`src/rtl/ysyx_23060208_wb_sched.sv`:
```
// ysyx_23060208_wb_sched
// Writeback scheduler with a register scoreboard.
//   - Issue reserves a destination register (alloc_*); the busy bit stays set
//     until a writeback to that register is accepted.
//   - Two writeback sources (s0 = EXU, s1 = LSU) share one regfile write port
//     through a 1-bit round-robin arbiter; the winner is registered and drives
//     rf_wen/rf_waddr/rf_wdata one cycle after its handshake.
//   - chk_addr1/chk_addr2 query hazards, including the write still sitting in
//     the output register.
//   - flush drops every reservation; err is a sticky flag for a writeback to a
//     register that was never reserved.
// Ports: clock, reset (async active-low), alloc_*, s0_*, s1_*, rf_*, chk_*,
//        flush, idle, err.
module ysyx_23060208_wb_sched #(
   parameter int REG_WIDTH  = 5,
   parameter int DATA_WIDTH = 32
) (
   input  logic                  clock,
   input  logic                  reset,
   input  logic                  alloc_valid,
   input  logic [REG_WIDTH-1:0]  alloc_addr,
   output logic                  alloc_ready,
   input  logic                  s0_valid,
   input  logic [REG_WIDTH-1:0]  s0_addr,
   input  logic [DATA_WIDTH-1:0] s0_data,
   output logic                  s0_ready,
   input  logic                  s1_valid,
   input  logic [REG_WIDTH-1:0]  s1_addr,
   input  logic [DATA_WIDTH-1:0] s1_data,
   output logic                  s1_ready,
   output logic                  rf_wen,
   output logic [REG_WIDTH-1:0]  rf_waddr,
   output logic [DATA_WIDTH-1:0] rf_wdata,
   input  logic [REG_WIDTH-1:0]  chk_addr1,
   input  logic [REG_WIDTH-1:0]  chk_addr2,
   output logic                  chk_busy1,
   output logic                  chk_busy2,
   input  logic                  flush,
   output logic                  idle,
   output logic                  err
);

   localparam int NREG = 1 << REG_WIDTH;
   localparam logic [REG_WIDTH-1:0] ZERO_ADDR = {REG_WIDTH{1'b0}};

   logic [NREG-1:0]       busy_q, busy_d;
   logic                  ptr_q, ptr_d;        // 0 favours s0 on contention
   logic                  rf_wen_q, rf_wen_d;
   logic [REG_WIDTH-1:0]  rf_waddr_q, rf_waddr_d;
   logic [DATA_WIDTH-1:0] rf_wdata_q, rf_wdata_d;
   logic                  err_q, err_d;

   logic                  grant0_s, grant1_s, wb_fire_s, alloc_fire_s;
   logic [REG_WIDTH-1:0]  wb_addr_s;
   logic [DATA_WIDTH-1:0] wb_data_s;

   // Arbitration: a lone valid source always wins, contention follows ptr_q.
   always_comb begin
      grant0_s  = s0_valid & (~s1_valid | ~ptr_q);
      grant1_s  = s1_valid & (~s0_valid |  ptr_q);
      wb_fire_s = grant0_s | grant1_s;
      if (grant1_s) begin
         wb_addr_s = s1_addr;
         wb_data_s = s1_data;
      end else begin
         wb_addr_s = s0_addr;
         wb_data_s = s0_data;
      end
   end

   // Reservation acceptance; a release in this cycle is not bypassed.
   always_comb begin
      alloc_ready  = ~flush & ((alloc_addr == ZERO_ADDR) | ~busy_q[alloc_addr]);
      alloc_fire_s = alloc_valid & alloc_ready & (alloc_addr != ZERO_ADDR);
   end

   // Next-state computation for scoreboard, pointer, output register and err.
   always_comb begin
      busy_d     = busy_q;
      ptr_d      = ptr_q;
      rf_waddr_d = rf_waddr_q;
      rf_wdata_d = rf_wdata_q;
      rf_wen_d   = 1'b0;
      err_d      = err_q;
      if (wb_fire_s) begin
         busy_d[wb_addr_s] = 1'b0;
         ptr_d             = grant0_s;   // point at the source that lost
         rf_wen_d          = (wb_addr_s != ZERO_ADDR);
         rf_waddr_d        = wb_addr_s;
         rf_wdata_d        = wb_data_s;
         // An unreserved target is an error, except while flushing, where the
         // reservation may legitimately be in the middle of being discarded.
         if (~flush & (wb_addr_s != ZERO_ADDR) & ~busy_q[wb_addr_s]) begin
            err_d = 1'b1;
         end else begin
            err_d = err_q;
         end
      end else begin
         ptr_d = ptr_q;
      end
      // Allocation after release so a same-cycle re-reservation survives.
      if (alloc_fire_s) begin
         busy_d[alloc_addr] = 1'b1;
      end else begin
         busy_d = busy_d;
      end
      if (flush) begin
         busy_d = {NREG{1'b0}};
      end else begin
         busy_d = busy_d;
      end
      busy_d[0] = 1'b0;
   end

   // State registers; reset also discards a write pending in the output stage.
   always_ff @(posedge clock or negedge reset) begin
      if (!reset) begin
         busy_q     <= {NREG{1'b0}};
         ptr_q      <= 1'b0;
         rf_wen_q   <= 1'b0;
         rf_waddr_q <= {REG_WIDTH{1'b0}};
         rf_wdata_q <= {DATA_WIDTH{1'b0}};
         err_q      <= 1'b0;
      end else begin
         busy_q     <= busy_d;
         ptr_q      <= ptr_d;
         rf_wen_q   <= rf_wen_d;
         rf_waddr_q <= rf_waddr_d;
         rf_wdata_q <= rf_wdata_d;
         err_q      <= err_d;
      end
   end

   // Output drive and hazard queries; the pending regfile write counts as busy.
   always_comb begin
      s0_ready  = grant0_s;
      s1_ready  = grant1_s;
      rf_wen    = rf_wen_q;
      rf_waddr  = rf_waddr_q;
      rf_wdata  = rf_wdata_q;
      err       = err_q;
      idle      = (busy_q == {NREG{1'b0}}) & ~rf_wen_q;
      chk_busy1 = (chk_addr1 != ZERO_ADDR) &
                  (busy_q[chk_addr1] | (rf_wen_q & (rf_waddr_q == chk_addr1)));
      chk_busy2 = (chk_addr2 != ZERO_ADDR) &
                  (busy_q[chk_addr2] | (rf_wen_q & (rf_waddr_q == chk_addr2)));
   end

endmodule

```
`config.mk`:
```
export PLATFORM = sky130hd
export DESIGN_NAME = ysyx_23060208_wb_sched
export DESIGN_NICKNAME = d
export VERILOG_FILES = /design/src/rtl/ysyx_23060208_wb_sched.sv
export SDC_FILE = /design/constraint.sdc
export NUM_CORES = 1
export LEC_CHECK = 0
export CAP_MARGIN = 5
export CORE_MARGIN = 3
export CORE_UTILIZATION = 48
export CTS_BUF_LIST = sky130_fd_sc_hd__clkbuf_16
export CTS_CLUSTER_DIAMETER = 150
export CTS_CLUSTER_SIZE = 25
export DETAILED_ROUTE_END_ITERATION = 7
export GPL_TIMING_DRIVEN = 0
export PLACE_DENSITY = 0.83
export SLEW_MARGIN = 20
export SYNTH_ARGS = -nofsm -noshare
export SYNTH_HDL_FRONTEND = slang
export SYNTH_SLANG_ARGS = --single-unit
```
`constraint.sdc`:
```
create_clock -name clock -period 3.92 [get_ports clock]
set_clock_uncertainty 0.2 [all_clocks]
set_input_delay 0.784 -clock clock [delete_from_list [all_inputs] [get_ports clock]]
set_output_delay 0.784 -clock clock [all_outputs]
set_load 0.005 [all_outputs]
```
==> summary.txt, run 1 <==
status: complete, no violations
Site Rows: 37
Setup crit start kind: input pin
critical path class: input pin to primary output
# diodes: 0
IO Pins: 140
H-tree lvl count: 3
crit path max fanout: 10
final setup fails: 0
DR WL/cell: 21.3 um
placed cell count: 821
ys flop type: dfrtp_1
Fmax: 261 MHz
post-layout instance area: 7060 um2
area share of the largest cell type after synthesis: 34.7%
Hold WC Path Type: input pin to asynchronous set/reset pin
Routed Antenna Nets: 0
Die ar.: 11900 um2
leakage: 2.84 nW
max_cap viols: 0
Fillers: 802
Slew HR: 29.7%
PortBufs: 134
clock root buffer: clkbuf_16
layout cells sized above 1: 12.4%
Die Ht: 109 um
power density over the cells: 306 nW/um2
syn_nets: 645
met1 WL: 6.60 mm
Vias/cell: 6.21
GR Util All Layers: 30.4%
VDD IR-drop max: 201 uV
core area: 10300 um2
Area growth, synth to finish: 38.0%
total grt overflow: 0
Netlist Area Pre-Place: 5110 um2
met2 WL: 8.31 mm
vias in the first global route: 5244
total vias in the final route: 5267
most frequent cell after synthesis: o21ai_0
Initial Util: 49.5%
max-slew violation count: 0
Routed WL: 18.0 mm
EDFF count, synth: 0
1st-pass router iterations: 5
clock edge transition at the registers on the reported setup and hold paths: 0.05 ns
post-synth cell types: 61
Synth Area per Inst: 9.30 um2
drt drc: 0
final hold vios: 0
chip width: 109 um
CP required: 2.94 ns
CP Capture Type: primary output
drt initial violations: 477
register area share after synthesis: 34.7%
metal3 WL: 2.20 mm
placed cell area: 6640 um2
HPWL Detailed: 13.1 mm
Final TNS setup: 0 ns
Ys Warns: 0
Cells after Synth: 550
Clk Latency, worst-skew pair: 0.33 ns
TritonCTS Sinks: 71
RD Place Congestion: 1.01
Highest Signal Layer: met4
list of most frequent post-synthesis cells: o21ai_0, nand2_1, dfrtp_1
CTS tree: built
fin crit share: 97.8%
unrepaired setup endpoints after global routing: no
synth top area cells: dfrtp_1, mux4_2, mux2i_1
TritonCTS Buffers: 9
Critical Path AT: 2.85 ns
Yosys reg bits: 71
first-pass GRT wire length: 27.7 mm
Final min period: 3.83 ns
fraction of registers with async set/reset: 100%
Non-Filler Instances: 848
post-synth top area cell: dfrtp_1
initial antenna violation count: 0
nets: 802
Worst Max-Slew Pin Slew: 1.05 ns
clock buffer depth: 2
largest net degree at the start of global routing: 41
[worst paths after layout]
check	cells past startpoint	start	endpoint	slack, ns
worst max-delay path	10	alloc_addr[0]	alloc_ready	0.09
max in group asynchronous	2	reset	busy_q[30]$_DFF_PN0_	2.75
worst max register to register	8	ptr_q$_DFFE_PN0N_	err$_DFFE_PN0P_	1.06
min in group clock	1	ptr_q$_DFFE_PN0N_	ptr_q$_DFFE_PN0N_	0.33
worst min-delay path	1	reset	rf_wdata[29]$_DFFE_PN0N_	0.19
worst min register to register	1	ptr_q$_DFFE_PN0N_	ptr_q$_DFFE_PN0N_	0.33
[worst max-delay path: stages]
cell	delay, ns
buf_2	0.13
mux4_1	0.59
mux2_2	0.28
nand2_1	0.13
a31oi_4	0.13
or2_1	0.24
buf_6	0.15
buf_8	0.15
inv_1	0.05
dlygate4sd2_1	0.22
[stage by stage]
stage               hold WS [ns]  setup WS (ns)  power, mW  util, %
global route               0.225         0.0171       2.25     68.4
detailed placement         0.331         -0.710       1.43     64.3
CTS                        0.206         0.0443       2.16     68.2
finish                     0.195         0.0868       2.16     68.4
global placement           0.309         -0.706       1.42     64.2
floorplan                  0.288          0.511       1.10        -
[power by group]
part           total (mW)  internal (mW)  switching (mW)
Sequential          0.842          0.796          0.0456
Clock               0.718          0.416           0.301
Combinational       0.600          0.320           0.279
[area by class of cell]
class / instances / area [um2] / share of cell area [%]
Inverter: 8 / 30.0 / 0.425
Clock inverter: 7 / 32.5 / 0.461
Tap cell: 136 / 170 / 2.41
Timing Repair Buffer: 148 / 1460 / 20.7
Multi-Input combinational cell: 432 / 3140 / 44.5
Clock buffer: 9 / 225 / 3.19
Sequential cell: 71 / 1780 / 25.2
Buffer: 37 / 223 / 3.16
[per-layer routing]
metal	vias to the layer above	GRT usage, %
met2	391	49.7
met1	2456	37.5
met3	79	7.87
met4	0	14.4
li1	2341	-
met5	-	0
[state kept, by name (all words and copies together), names as in the netlist]
register / cells
busy_q: 31
err: 1
ptr_q: 1
rf_waddr: 5
rf_wdata: 32
rf_wen: 1
[cells by family after synthesis]
kind of cell | count (synthesis) | share of synthesized area (%)
buffers and inverters | 47 | 4.28
AND/OR/NAND/NOR | 196 | 19.3
XOR/XNOR | 10 | 1.71
multiplexers | 79 | 22.8
flip-flops | 71 | 34.7
AO/OA/AOI/OAI | 147 | 17.2
[timing repair]
| action | CTS | global route |
|---|---|---|
| hold buffers | 0 | 0 |
| endpoints found under the setup margin | 5 | 5 |
| pin swaps | 4 | 0 |
| hold endpoints to repair | 0 | 0 |
| gates resized for setup | 23 | 11 |
| buffers inserted | 13 | 0 |
[layout by cell type (no fill, tap or decap), types with 9 or more instances in the layout]
| master | synthesis | layout |
|---|---|---|
| clkdlybuf4s50_1 | 0 | 126 |
| o21ai_0 | 91 | 90 |
| nand2_1 | 78 | 78 |
| dfrtp_1 | 71 | 71 |
| mux2i_1 | 46 | 46 |
| nor2b_1 | 37 | 36 |
| mux4_2 | 24 | 24 |
| nor2_1 | 20 | 20 |
| clkbuf_1 | 23 | 17 |
| buf_4 | 2 | 15 |
| nor4_1 | 14 | 14 |
| a21oi_1 | 11 | 11 |
| inv_1 | 7 | 9 |
| nor3_1 | 10 | 9 |
| clkbuf_16 | 0 | 9 |
Note: power is estimated with default switching activity, not from simulation.
==> run 2: changes to the inputs <==
CORE_MARGIN = not set   (was 3)
==> summary.txt, run 2 (same netlist as run 1, synthesis figures left out) <==
IO Pins: 140 (unchanged)
total power: 2.23 mW (+3.4%)
Fillers: 764 (-4.7%)
status: complete, no violations
Register Area: 1780 um2 (unchanged)
crit path max fanout: 6 (-4)
worst reg2reg startpoint: ptr_q$_DFFE_PN0N_
vias in the first global route: 5457 (+4.1%)
Die ar.: 11100 um2 (-7.2%)
TritonCTS Buffers: 9 (unchanged)
Initial Util: 49.5% (unchanged)
max reg flops: 32 (unchanged)
leakage: 2.84 nW (+0.10%)
Fmax: 260 MHz (-0.40%)
Slew HR: 28.5% (-1.2 points)
clock edge transition at the registers on the reported setup and hold paths: 0.05 ns (about the same)
GR Util All Layers: 33.7% (+3.3 points)
layout cells sized above 1: 12.4% (+0.035 points)
Routed WL: 18.3 mm (+1.4%)
CP Capture Type: primary output
Die Ht: 105 um (-3.7%)
CTS tree: built
commonest cells after routing, fill and taps aside: clkdlybuf4s50_1, o21ai_0, nand2_1
HPWL Detailed: 12.7 mm (-3.0%)
Final WS setup: 0.0713 ns (-0.0155 ns)
core area: 10300 um2 (unchanged)
final core occ: 68.5% (+0.17 points)
Routed Antenna Nets: 0 (unchanged)
drt drc: 0 (unchanged)
final setup fails: 0 (unchanged)
FF-to-FF End: err$_DFFE_PN0P_
final hold vios: 0 (unchanged)
H-tree lvl count: 3 (unchanged)
CTS Hold Bufs: 0 (unchanged)
DR WL/cell: 21.6 um (+1.6%)
worst setup path endpoint: chk_busy1
max-slew violation count: 0 (unchanged)
Hold WC Path Type: input pin to asynchronous set/reset pin
RD Place Congestion: 1.02 (+1.3%)
PortBufs: 134 (unchanged)
Critical Path AT: 2.86 ns (about the same)
most common cell after layout, fill and taps aside: clkdlybuf4s50_1
Crit. Startpoint: chk_addr1[0]
nets: 800 (-0.25%)
Worst Max-Slew Pin Slew: 1.04 ns (-0.0101 ns)
clock root buffer: clkbuf_16
critical path class: input pin to primary output
total vias in the final route: 5361 (+1.8%)
VDD IR-drop max: 162 uV (-20%)
pre-CTS WS: -0.701 ns (+0.00895 ns)
Clk Latency, worst-skew pair: 0.34 ns (about the same)
clock buffer depth: 2 (unchanged)
power density over the cells: 316 nW/um2 (+3.1%)
drt initial violations: 732 (+53%)
max_cap viols: 0 (unchanged)
TritonCTS Sinks: 71 (unchanged)
first-pass GRT wire length: 28.8 mm (+3.9%)
total grt overflow: 0 (unchanged)
worst r2r path cells: 8 (unchanged)
Site Rows: 37 (unchanged)
fin crit share: 98.2% (+0.39 points)
chip width: 105 um (-3.7%)
multi-input combinational cell area: 3140 um2 (+0.20%)
unrepaired setup endpoints after global routing: no
Setup crit start kind: input pin
CP required: 2.94 ns (about the same)
initial antenna violation count: 0 (unchanged)
Area growth, synth to finish: 38.4%
# diodes: 0 (unchanged)
largest net degree at the start of global routing: 58 (+41%)
Final min period: 3.85 ns (+0.0155 ns)
Vias/cell: 6.34 (+2.0%)
Reg2Reg Setup Slack: 0.83 ns (-0.23 ns)
1st-pass router iterations: 6 (+1)
run 2: worst min-delay path by stage:
stage	start	to	slack, ns	cells after the start
2_1_floorplan	reset	busy_q[10]$_DFF_PN0_	0.29	0
3_3_place_gp	ptr_q$_DFFE_PN0N_	ptr_q$_DFFE_PN0N_	0.31	1
3_5_place_dp	ptr_q$_DFFE_PN0N_	ptr_q$_DFFE_PN0N_	0.33	1
4_1_cts	reset	rf_wdata[2]$_DFFE_PN0N_	0.11	1
5_1_grt	reset	rf_wdata[2]$_DFFE_PN0N_	0.13	1
6_report	reset	rf_wdata[2]$_DFFE_PN0N_	0.11	1
run 2: what timing repair did:
item	in CTS	in global routing
pin swaps	2	4
buffers inserted	10	1
setup endpoints to repair	5	5
resized for setup	25	16
run 2: routing by layer:
metal,up-vias,part of all wire [%],global-route usage (%)
met2,422,48,55.7
li1,2339,-,-
met4,0,5.1,18.6
met3,97,10,8.29
met5,-,0,0
met1,2503,37,40.2
run 2: layout make-up:
class / count / area share, %
Sequential cell: 71 / 25.1
Clock inverter: 7 / 0.778
Multi-Input combinational cell: 432 / 44.4
Inverter: 8 / 0.424
Buffer: 37 / 3.24
Tap cell: 136 / 2.40
Clock buffer: 9 / 3.18
Timing Repair Buffer: 146 / 20.4
run 2: through the flow:
step,setup TNS [ns],instances,hold WS [ns],instance area (um2)
4_1_cts,-0.145,846,0.112,7050
3_5_place_dp,-2.59,821,0.333,6650
6_report,0,846,0.108,7080
2_1_floorplan,0,550,0.288,5110
3_3_place_gp,-44.25,820,0.308,6630
5_1_grt,0,846,0.126,7080
run 2: where the power goes:
group / internal [mW] / switching (mW)
clock network: 0.481 / 0.305
logic: 0.321 / 0.281
registers: 0.796 / 0.0486
run 2: worst max-delay path, stage by stage:
cell and delay (ns):
dlygate4sd2_1 0.26, buf_6 0.16, mux4_2 0.50, mux4_2 0.47, o21ai_0 0.15, o21ai_0 0.09, clkdlybuf4s50_1 0.45
